[src/rtl/fsmc_bus_master.sv]
// FSMC-style asynchronous SRAM bus initiator: runs one read or write bus cycle per
// command, with programmable address-setup, strobe and turnaround lengths.
module fsmc_bus_master #(
    parameter int unsigned ADRW = 2,
    parameter int unsigned DATW = 3
) (
    input  logic            clk,
    input  logic            rst,
    input  logic [3:0]      addset,
    input  logic [7:0]      datast,
    input  logic [3:0]      busturn,
    input  logic            cmd_valid,
    output logic            cmd_ready,
    input  logic            cmd_write,
    input  logic [ADRW-1:0] cmd_adr,
    input  logic [DATW-1:0] cmd_wdata,
    output logic            rsp_valid,
    output logic [DATW-1:0] rsp_rdata,
    output logic            aNE,
    output logic            aNOE,
    output logic            aNWE,
    output logic [ADRW-1:0] aAn,
    output logic [DATW-1:0] d_out,
    output logic            d_oe,
    input  logic [DATW-1:0] d_in
);

    localparam logic [1:0] S_IDLE = 2'd0;
    localparam logic [1:0] S_ADDR = 2'd1;
    localparam logic [1:0] S_DATA = 2'd2;
    localparam logic [1:0] S_TURN = 2'd3;

    logic [1:0]      state_q,     state_d;
    logic [7:0]      cnt_q,       cnt_d;
    logic            write_q,     write_d;
    logic [7:0]      datast_q,    datast_d;
    logic [3:0]      busturn_q,   busturn_d;
    logic            cmd_ready_q, cmd_ready_d;
    logic            rsp_valid_q, rsp_valid_d;
    logic [DATW-1:0] rsp_rdata_q, rsp_rdata_d;
    logic            ne_q,        ne_d;
    logic            noe_q,       noe_d;
    logic            nwe_q,       nwe_d;
    logic [ADRW-1:0] adr_q,       adr_d;
    logic [DATW-1:0] dout_q,      dout_d;
    logic            doe_q,       doe_d;

    // Next-state and next-output logic; every bus pin is the output of a flop.
    always_comb begin
        state_d     = state_q;
        cnt_d       = cnt_q;
        write_d     = write_q;
        datast_d    = datast_q;
        busturn_d   = busturn_q;
        cmd_ready_d = cmd_ready_q;
        rsp_valid_d = 1'b0;
        rsp_rdata_d = rsp_rdata_q;
        ne_d        = ne_q;
        noe_d       = noe_q;
        nwe_d       = nwe_q;
        adr_d       = adr_q;
        dout_d      = dout_q;
        doe_d       = doe_q;

        case (state_q)
            S_IDLE: begin
                if (cmd_valid && cmd_ready_q) begin
                    state_d     = S_ADDR;
                    cnt_d       = 8'(addset);
                    write_d     = cmd_write;
                    datast_d    = datast;
                    busturn_d   = busturn;
                    adr_d       = cmd_adr;
                    ne_d        = 1'b0;
                    cmd_ready_d = 1'b0;
                    if (cmd_write) begin
                        dout_d = cmd_wdata;
                    end
                end
            end
            S_ADDR: begin
                if (cnt_q == 8'd0) begin
                    state_d = S_DATA;
                    cnt_d   = datast_q;
                    if (write_q) begin
                        nwe_d = 1'b0;
                        doe_d = 1'b1;
                    end else begin
                        noe_d = 1'b0;
                    end
                end else begin
                    cnt_d = cnt_q - 8'd1;
                end
            end
            S_DATA: begin
                // Strobe and chip enable release together; read data sampled on the same edge.
                if (cnt_q == 8'd0) begin
                    state_d     = S_TURN;
                    cnt_d       = 8'(busturn_q);
                    ne_d        = 1'b1;
                    noe_d       = 1'b1;
                    nwe_d       = 1'b1;
                    rsp_valid_d = 1'b1;
                    if (!write_q) begin
                        rsp_rdata_d = d_in;
                    end
                end else begin
                    cnt_d = cnt_q - 8'd1;
                end
            end
            default: begin
                // Write data stays driven through the first turnaround cycle as hold time.
                doe_d = 1'b0;
                if (cnt_q == 8'd0) begin
                    state_d     = S_IDLE;
                    cmd_ready_d = 1'b1;
                end else begin
                    cnt_d = cnt_q - 8'd1;
                end
            end
        endcase
    end

    always_ff @(posedge clk or posedge rst) begin
        if (rst) begin
            state_q     <= S_IDLE;
            cnt_q       <= 8'd0;
            write_q     <= 1'b0;
            datast_q    <= 8'd0;
            busturn_q   <= 4'd0;
            cmd_ready_q <= 1'b1;
            rsp_valid_q <= 1'b0;
            rsp_rdata_q <= '0;
            ne_q        <= 1'b1;
            noe_q       <= 1'b1;
            nwe_q       <= 1'b1;
            adr_q       <= '0;
            dout_q      <= '0;
            doe_q       <= 1'b0;
        end else begin
            state_q     <= state_d;
            cnt_q       <= cnt_d;
            write_q     <= write_d;
            datast_q    <= datast_d;
            busturn_q   <= busturn_d;
            cmd_ready_q <= cmd_ready_d;
            rsp_valid_q <= rsp_valid_d;
            rsp_rdata_q <= rsp_rdata_d;
            ne_q        <= ne_d;
            noe_q       <= noe_d;
            nwe_q       <= nwe_d;
            adr_q       <= adr_d;
            dout_q      <= dout_d;
            doe_q       <= doe_d;
        end
    end

    assign cmd_ready = cmd_ready_q;
    assign rsp_valid = rsp_valid_q;
    assign rsp_rdata = rsp_rdata_q;
    assign aNE       = ne_q;
    assign aNOE      = noe_q;
    assign aNWE      = nwe_q;
    assign aAn       = adr_q;
    assign d_out     = dout_q;
    assign d_oe      = doe_q;

endmodule

[config.mk]
export PLATFORM = sky130hd
export DESIGN_NAME = fsmc_bus_master
export DESIGN_NICKNAME = d
export VERILOG_FILES = /design/src/rtl/fsmc_bus_master.sv
export SDC_FILE = /design/constraint.sdc
export NUM_CORES = 1
export LEC_CHECK = 0
export CELL_PAD_IN_SITES_DETAIL_PLACEMENT = 1
export CELL_PAD_IN_SITES_GLOBAL_PLACEMENT = 2
export CORE_ASPECT_RATIO = 1.75
export CORE_MARGIN = 4
export CORE_UTILIZATION = 29
export CTS_CLUSTER_DIAMETER = 30
export DETAILED_ROUTE_END_ITERATION = 10
export GPL_TIMING_DRIVEN = 1
export PLACE_DENSITY = 0.8
export SLEW_MARGIN = 20
export SYNTH_ARGS = -nofsm -noshare
export SYNTH_HDL_FRONTEND = slang
export SYNTH_SLANG_ARGS = --single-unit
[constraint.sdc]
create_clock -name clk -period 1.88 [get_ports clk]
set_input_delay 0.47 -clock clk [delete_from_list [all_inputs] [get_ports clk]]
set_output_delay 0.47 -clock clk [all_outputs]
set_load 0.05 [all_outputs]
Yosys cells after proc, flatten, opt, wreduce, memory -nomap -nowiden
Cells that the tools add are included.
{"block": "classes", "shift": 0, "eq_ne": 8, "n_div": 0, "mux": 25, "bitwise_logic": 3, "n_lt_le_gt_ge": 0, "addsub": 1, "reduce_logical": 18, "n_mul": 0}
{"op": "$mux 8", "count": 4}
{"op": "$pmux 8 s3", "count": 1}
{"op": "$reduce_and 3->1", "count": 5}
{"op": "$reduce_and 4->1", "count": 3}
{"op": "$mux 1", "count": 10}
{"op": "$ne 2x2->1 const B", "count": 5}
{"op": "$pmux 1 s2", "count": 5}
{"op": "$logic_not 8->1", "count": 1}
{"op": "$mux 2", "count": 4}
{"op": "$sub 8x1->8 const B", "count": 1}
{"op": "$pmux 2 s3", "count": 1}
{"op": "$reduce_bool 2->1", "count": 3}
{"op": "$ne 4x1->1 const B", "count": 1}
{"op": "$reduce_and 2->1", "count": 2}
{"op": "$reduce_or 2->1", "count": 2}
{"op": "$not 1->1", "count": 3}
{"op": "$eq 2x1->1 const B", "count": 1}
{"op": "$eq 2x2->1 const B", "count": 1}
{"op": "$logic_not 2->1", "count": 1}
{"op": "$logic_and 1x1->1", "count": 1}
{"block": "word_totals", "reg_bits": 37, "memories": 0, "romBits": 0, "wordCells": 69, "mem_bits_rw": 0, "latch_bits": 0, "in_bits": 28}

Depth between registers and ports, before layout
Gate-level depths: netlist (run 1).
{"block": "logic_depth", "ltp_word": 4, "mapped_depth": 7, "depth_no_buf": 6}

Worst setup path before layout (run 1)
OpenSTA, ideal clock, no wires.
{"block": "synth_path", "path_kind": "register to register", "start": "register cnt_q[0]", "end": "register rsp_rdata_q[0] (netlist: rsp_rdata[0])", "path_stages_with_launch": 8, "setup_slack_ps": -71, "t_arrival_ps": 1826, "setup_ps": 125, "period_less_slack_ps": 1951, "cell_sequence": "dfrtp_1 > inv_1 > ha_1 > or3b_2 > clkbuf_1 > nor3_4 > nand2b_2 > mux2_4"}
{"block": "synth_via", "elab_chain_cells": 2}
{"element": "start: declaration", "line_no": "34", "rtl": "logic [7:0] cnt_q, cnt_d;"}
{"element": "start signal: assignment", "line_no": "142", "rtl": "cnt_q <= cnt_d;"}
{"element": "$logic_not 8->1", "line_no": "97", "rtl": "if (cnt_q == 8'd0) begin"}
{"element": "$reduce_and 3->1 (no source line)"}
{"element": "end signal: assignment", "line_no": "148", "rtl": "rsp_rdata_q <= rsp_rdata_d;"}
{"element": "end: declaration", "line_no": "40", "rtl": "logic [DATW-1:0] rsp_rdata_q, rsp_rdata_d;"}
No other way between the ends.
A chain may end at the register's enable or synchronous reset.

Worst setup path after layout (run 1)
{"block": "layout_path", "start": "register cnt_q[0]", "end": "register rsp_rdata_q[1] (netlist: rsp_rdata[1])"}
The elaborated chain is that of the path after synthesis.

==> results of run 1 <==
[flip-flops by register name, summed over array words and instances (netlist names)]
signal,flops
cnt_q,8
datast_q,8
busturn_q,4
d_out,3
rsp_rdata,3
aAn,2
state_q,2
aNE,1
aNOE,1
aNWE,1
cmd_ready,1
d_oe,1
rsp_valid,1
write_q,1
[cell usage in the layout, fill, tap and decap left out, types with 5 or more instances in the layout]
| cell type | instances |
|---|---|
| a32oi_1 | 5 |
| buf_4 | 35 |
| buf_12 | 6 |
| clkdlybuf4s50_1 | 27 |
| nor2_1 | 9 |
| a21oi_1 | 10 |
| dfrtp_1 | 33 |
| clkbuf_16 | 5 |
| inv_1 | 8 |
| o21ai_0 | 6 |
| mux2_2 | 17 |
| nand2_1 | 9 |
[logic make-up after synthesis]
group / count (synthesis) / share of synthesized area [%]
buf+inv: 20 / 4.67
mux: 21 / 12.6
simple gates: 44 / 13.4
flops: 37 / 47.6
compound gates: 49 / 17.9
fa+ha+maj: 6 / 3.84
[routing by layer]
| metal | vias up | global-route usage, % |
|---|---|---|
| met5 | - | 0 |
| met4 | 0 | 7.16 |
| met3 | 9 | 2.67 |
| met2 | 29 | 26.7 |
| met1 | 822 | 14.7 |
| li1 | 806 | - |
[what timing repair did]
item                       CTS  global route
hold buffers                 0             0
setup endpoints to repair    4            17
pin swaps                    0             4
gates resized for setup      1            10
[final cells by class]
cell class	count	share of cell area, %
flip-flops and latches	37	32.5
well taps	82	3.59
multi-input cells	120	34.4
repair buffers	69	23.2
inverters	11	1.44
clock buffers	8	4.77
[worst paths after layout]
check / startpoint / to / slack, ps
max in group asynchronous: rst / cmd_ready$_DFFE_PP1P_ / 1080
min in group asynchronous: rst / datast_q[5]$_DFFE_PP0P_ / 540
max: cnt_q[0]$_DFFE_PP0P_ / rsp_rdata[1]$_DFFE_PP0P_ / 60
max reg2reg: cnt_q[0]$_DFFE_PP0P_ / rsp_rdata[1]$_DFFE_PP0P_ / 60
min reg2reg: datast_q[0]$_DFFE_PP0P_ / datast_q[0]$_DFFE_PP0P_ / 500
min: datast_q[0]$_DFFE_PP0P_ / datast_q[0]$_DFFE_PP0P_ / 500
[through the flow]
stage                     TNS [ps]  utilization (%)  instance area, sq um  instances
after CTS                        0             43.1                  2820        327
after detailed placement    -0.715             41.0                  2680        319
after global placement           0             41.0                  2680        319
final                            0             43.7                  2860        327
after global routing         -3.11             43.7                  2860        327
after floorplan                  0                -                  1980        177
[power groups by stage]
| stage | Combinational [mW] | Clock, mW | Sequential (mW) |
|---|---|---|---|
| final | 0.102 | 0.796 | 0.803 |
| after global routing | 0.111 | 0.856 | 0.802 |
| after CTS | 0.105 | 0.818 | 0.803 |
| after detailed placement | 0.104 | 0 | 0.816 |
| after global placement | 0.103 | 0 | 0.816 |
| after floorplan | 0.0186 | 0 | 0.828 |
==> flow_summary.yaml, run 1 <==
outcome:
  outcome: "completed"
route:
  via_count: 1666
  drt_first_iter_violations: 28
  drcViolationCount: 0
  finalWirelength_um: 5350
  detail_route.wl_per_cell_um: 16.4
  route.met2.wl_um: 3040
  ant_nets: 0
  routed-wl-met3_um: 141
  wirelength_met1_um: 1980
  firstDrtPassIters: 4
  viasPerCell: 5.09
  top_layer: "met4"
clocking:
  root_buffer: "clkbuf_16"
  cts_buffers: 5
  clock_latency_ps: 280
  cts_tree: "built"
  clk_pin_slew_ps: 50
  cts_sinks: 37
  clock_path_buffers: 2
  cts.htree.levels: 2
  cts_setup_buffers: 0
timing:
  maxSlewHeadroom_pct: 71.2
  fin_ws_ps: 62.5
  max_freq_mhz: 550
  hold_viol: 0
  worst_pin_slew_ps: 426
  period_minus_slack_ps: 1820
  hold_ws_ps: 501
  period_share_pct: 96.7
  final-max-slew-violation-count: 0
  finalClockSkew_ps: 6.90
  setup_viol: 0
floorplanning:
  fp.dieArea_sq_um: 8170
  core_area_sq_um: 6540
  die_y_um: 117
  die_x_um: 70.1
  boundaryPins: 42
  num_rows: 39
  initial_core_util_pct: 29.9
setup_path:
  arrival_ps: 1980
  worstSetupStartpointType: "flop"
  path_class: "flop to flop"
  critPathCaptureType: "flop"
  cp.depth: 6
  cpLargestDelayFamily: "simple AND/OR/NAND/NOR gates"
  crit_chain: "inv_2, ha_4, or3b_4, nor3_4, nand2b_4, mux2_4"
  path_buf_inv: 1
  slowest_delay_ps: 450
  crit_fanout: 8
  r2r_cells: 6
  crit_required_ps: 2050
  crit_slowest_cell: "or3b_4"
place:
  detailed_place_hpwl_um: 4160
  gp_congestion: 0.798
  portBuffers: 41
  place_ws_ps: -0.715
final_layout:
  multi_input_area_sq_um: 985
  antenna_cells: 0
  area.growth.synth_to_final_pct: 46.3
  seqCellArea_sq_um: 931
  drive_gt1_share_pct: 36.3
  fin_nets: 278
  fillers: 732
hold_path:
  hp-class: "flop to flop"
  worstHoldPathCells: 1
power_and_ir_drop:
  power_mw: 1.70
  p_comb_share_pct: 6.0
  p_switching_mw: 0.345
  clkPwrFrac_pct: 46.8
  swShare_pct: 20.3
  cellPowerDensity_nw_per_um2: 595
  peakVddDrop_mv: 0.723
  pwr-share-seq_pct: 47.2
  p_int_mw: 1.36
  leakagePower_nw: 1.30
synthesis:
  yosys-top-cells-area: "dfrtp_1 42%, mux2_2 9.8%, dfstp_2 5.4%"
  ys_top_cells_by_count: "33 x dfrtp_1, 17 x mux2_2, 11 x inv_1, 10 x a21oi_1"
  synth_area_leader_cell: "dfrtp_1"
  syn_inst: 177
  synth_top_area_share_pct: 42.2
  yosysMostFrequentCell: "dfrtp_1"
  synth-edff-count: 0
  yosysUniqueCellTypes: 49
  ys_warn_count: 0
  syn_nets: 211
  netlist_area_sq_um: 1960
  synth-seq-cells: 37
  ys_seq_area_share_pct: 47.6
  async_flop_share_pct: 100
  synthFlopType: "dfrtp_1"
  syn_area_per_cell_sq_um: 11.0
global_routing:
  antenna_found_initial: 0
  grt_use_total_pct: 14.1
  overflow: 0
  grt_pass1_vias: 1760
  grt_max_degree: 38
  grt_pass1_wl_um: 8910
job:
  maxCapViolations: 0
(Power assumes the default switching activity.)
==> run 2, diff against run 1 <==
CORE_MARGIN = not set   (was 4)
CORE_UTILIZATION = 36   (was 29)
DONT_BUFFER_PORTS = 1   (was not set)
PLACE_DENSITY = 0.79   (was 0.8)
==> run 2 against run 1 <==
Net effect:
- flip-flop and latch count unchanged
- largest cell class unchanged
- first-iteration DRC count up 3.6%
- register-to-register slack about the same
- the run now ends with design-rule violations left
- non-clock buffer count down 44
- critical endpoint is now rsp_rdata[2]$_DFFE_PP0P_
==> flow_summary.yaml, run 2 (synthesis results as in run 1) <==
timing:
  worst_pin_slew_ps: 492
  period_share_pct: 97.0
  setup_tns_ps: 0
  final-max-slew-violation-count: 0
  maxSlewHeadroom_pct: 67.2
  rsz0062_at_grt: "yes"
  max_freq_mhz: 548
  period_minus_slack_ps: 1820
  hold_viol: 0
  finalClockSkew_ps: 11.7
  setup_viol: 0
setup_path:
  arrival_ps: 2000
  r2r_cells: 6
  path_class: "flop to flop"
  r2r-end: "rsp_rdata[2]$_DFFE_PP0P_"
  worstSetupStartpointType: "flop"
  crit_fanout: 5
  reg2reg_from: "cnt_q[0]$_DFFE_PP0P_"
  crit_required_ps: 2050
  critPathCaptureType: "flop"
  reg2reg_slack_ps: 60
final_layout:
  antenna_cells: 0
  final_common_cell: "dfrtp_1"
  fin_nets: 235
  largest_registers: "cnt_q: 8 flops, datast_q: 8 flops, busturn_q: 4 flops"
  area.growth.synth_to_final_pct: 21.0
  final_core_util_pct: 45.0
  final_cell_mix: "33 x dfrtp_1, 23 x buf_4, 17 x mux2_2"
  fin_cells: 257
  drive_gt1_share_pct: 38.1
floorplanning:
  fp.dieArea_sq_um: 5740
  num_rows: 35
  initial_core_util_pct: 37.2
  die_y_um: 99.5
  core_area_sq_um: 5260
  boundaryPins: 42
  die_x_um: 57.7
power_and_ir_drop:
  power_mw: 1.42
  pwr-share-seq_pct: 57.4
  swShare_pct: 22.0
  peakVddDrop_mv: 0.324
  p_comb_share_pct: 1.7
  p_int_mw: 1.11
  leakagePower_nw: 1.08
  cellPowerDensity_nw_per_um2: 599
  clkPwrFrac_pct: 40.9
  p_switching_mw: 0.312
route:
  drt_first_iter_violations: 29
  detail_route.wl_per_cell_um: 20.5
  finalWirelength_um: 5280
  via_count: 1567
  firstDrtPassIters: 7
  ant_nets: 0
  drcViolationCount: 2
  viasPerCell: 6.10
job:
  maxCapViolations: 0
global_routing:
  grt_pass1_wl_um: 8560
  overflow: 0
  grt_pass1_vias: 1719
  grt_use_total_pct: 19.8
  antenna_found_initial: 0
  grt_max_degree: 38
clocking:
  cts_buffers: 5
  cts_sinks: 37
  clock_latency_ps: 300
  holdBufCountCts: 0
  clk_pin_slew_ps: 80
  root_buffer: "clkbuf_8"
  cts_tree: "built"
  clock_path_buffers: 2
  cts.htree.levels: 2
place:
  place_inst: 246
  detailed_place_hpwl_um: 3890
  gp_congestion: 0.872
  portBuffers: 0
hold_path:
  hp-class: "input pin to async pin"
outcome:
  failed_checks: "design-rule violations"
  outcome: "finished with violations"
-- run 2: cell types whose count changed in the layout (fill, tap and decap cells not counted), sizes merged --
cell / delta
buf: -17
or3b: +1
clkdlybuf4s50: -27
-- run 2: worst max path at each step --
stage / end / from / slack (ps)
after global placement: cnt_q[2]$_DFFE_PP0P_ / cnt_q[1]$_DFFE_PP0P_ / -2
after floorplan: rsp_rdata[0]$_DFFE_PP0P_ / cnt_q[0]$_DFFE_PP0P_ / 30
after CTS: rsp_rdata[2]$_DFFE_PP0P_ / cnt_q[1]$_DFFE_PP0P_ / 20
final: rsp_rdata[2]$_DFFE_PP0P_ / cnt_q[0]$_DFFE_PP0P_ / 60
after detailed placement: cnt_q[3]$_DFFE_PP0P_ / cnt_q[1]$_DFFE_PP0P_ / -70
after global routing: cnt_q[2]$_DFFE_PP0P_ / state_q[0]$_DFFE_PP0P_ / -30
-- run 2: per-layer routing --
metal  up-vias  track usage [%]  wire (um)
li1        716                -          -
met1       790             21.0       1960
met2        48             36.4       2930
met3        13             4.03        210
met4         0             9.52        172
met5         -                0          0
-- run 2: layout make-up --
type / count / area (sq um)
multi-input combinational: 121 / 1020
clock buffer: 8 / 90.1
tap: 55 / 68.8
timing repair buffer: 25 / 213
sequential: 37 / 931
fill: 577 / 2890
inverter: 11 / 41.3
-- run 2: stage by stage --
step           area [sq um]  hold slack (ps)  worst slack, ps
2_1_floorplan          1980              479             33.2
3_3_place_gp           2180              492            -2.21
3_5_place_dp           2180              500            -72.7
4_1_cts                2280              175             16.7
5_1_grt                2370              207            -30.2
6_report               2370              161             56.8
-- run 2: what timing repair did --
item | in CTS | in global routing
endpoints found under the setup margin | 8 | 15
gates cloned | 0 | 1
gates resized for setup | 2 | 12
buffers inserted | 0 | 2
pin swaps | 1 | 1
-- run 2: power by group through the flow --
stage | logic (mW) | registers (mW) | clock network [mW]
final | 0.0244 | 0.813 | 0.580
after global routing | 0.0286 | 0.813 | 0.620
after CTS | 0.0259 | 0.813 | 0.602
after detailed placement | 0.0260 | 0.828 | 0
after global placement | 0.0253 | 0.828 | 0
after floorplan | 0.0186 | 0.828 | 0
-- run 2: critical path, stage by stage, from the launching register on --
cell and delay [ps]:
dfrtp_1 390, inv_2 100, ha_4 160, or3b_4 430
nor3_4 230, nand2b_4 100, mux2_4 300
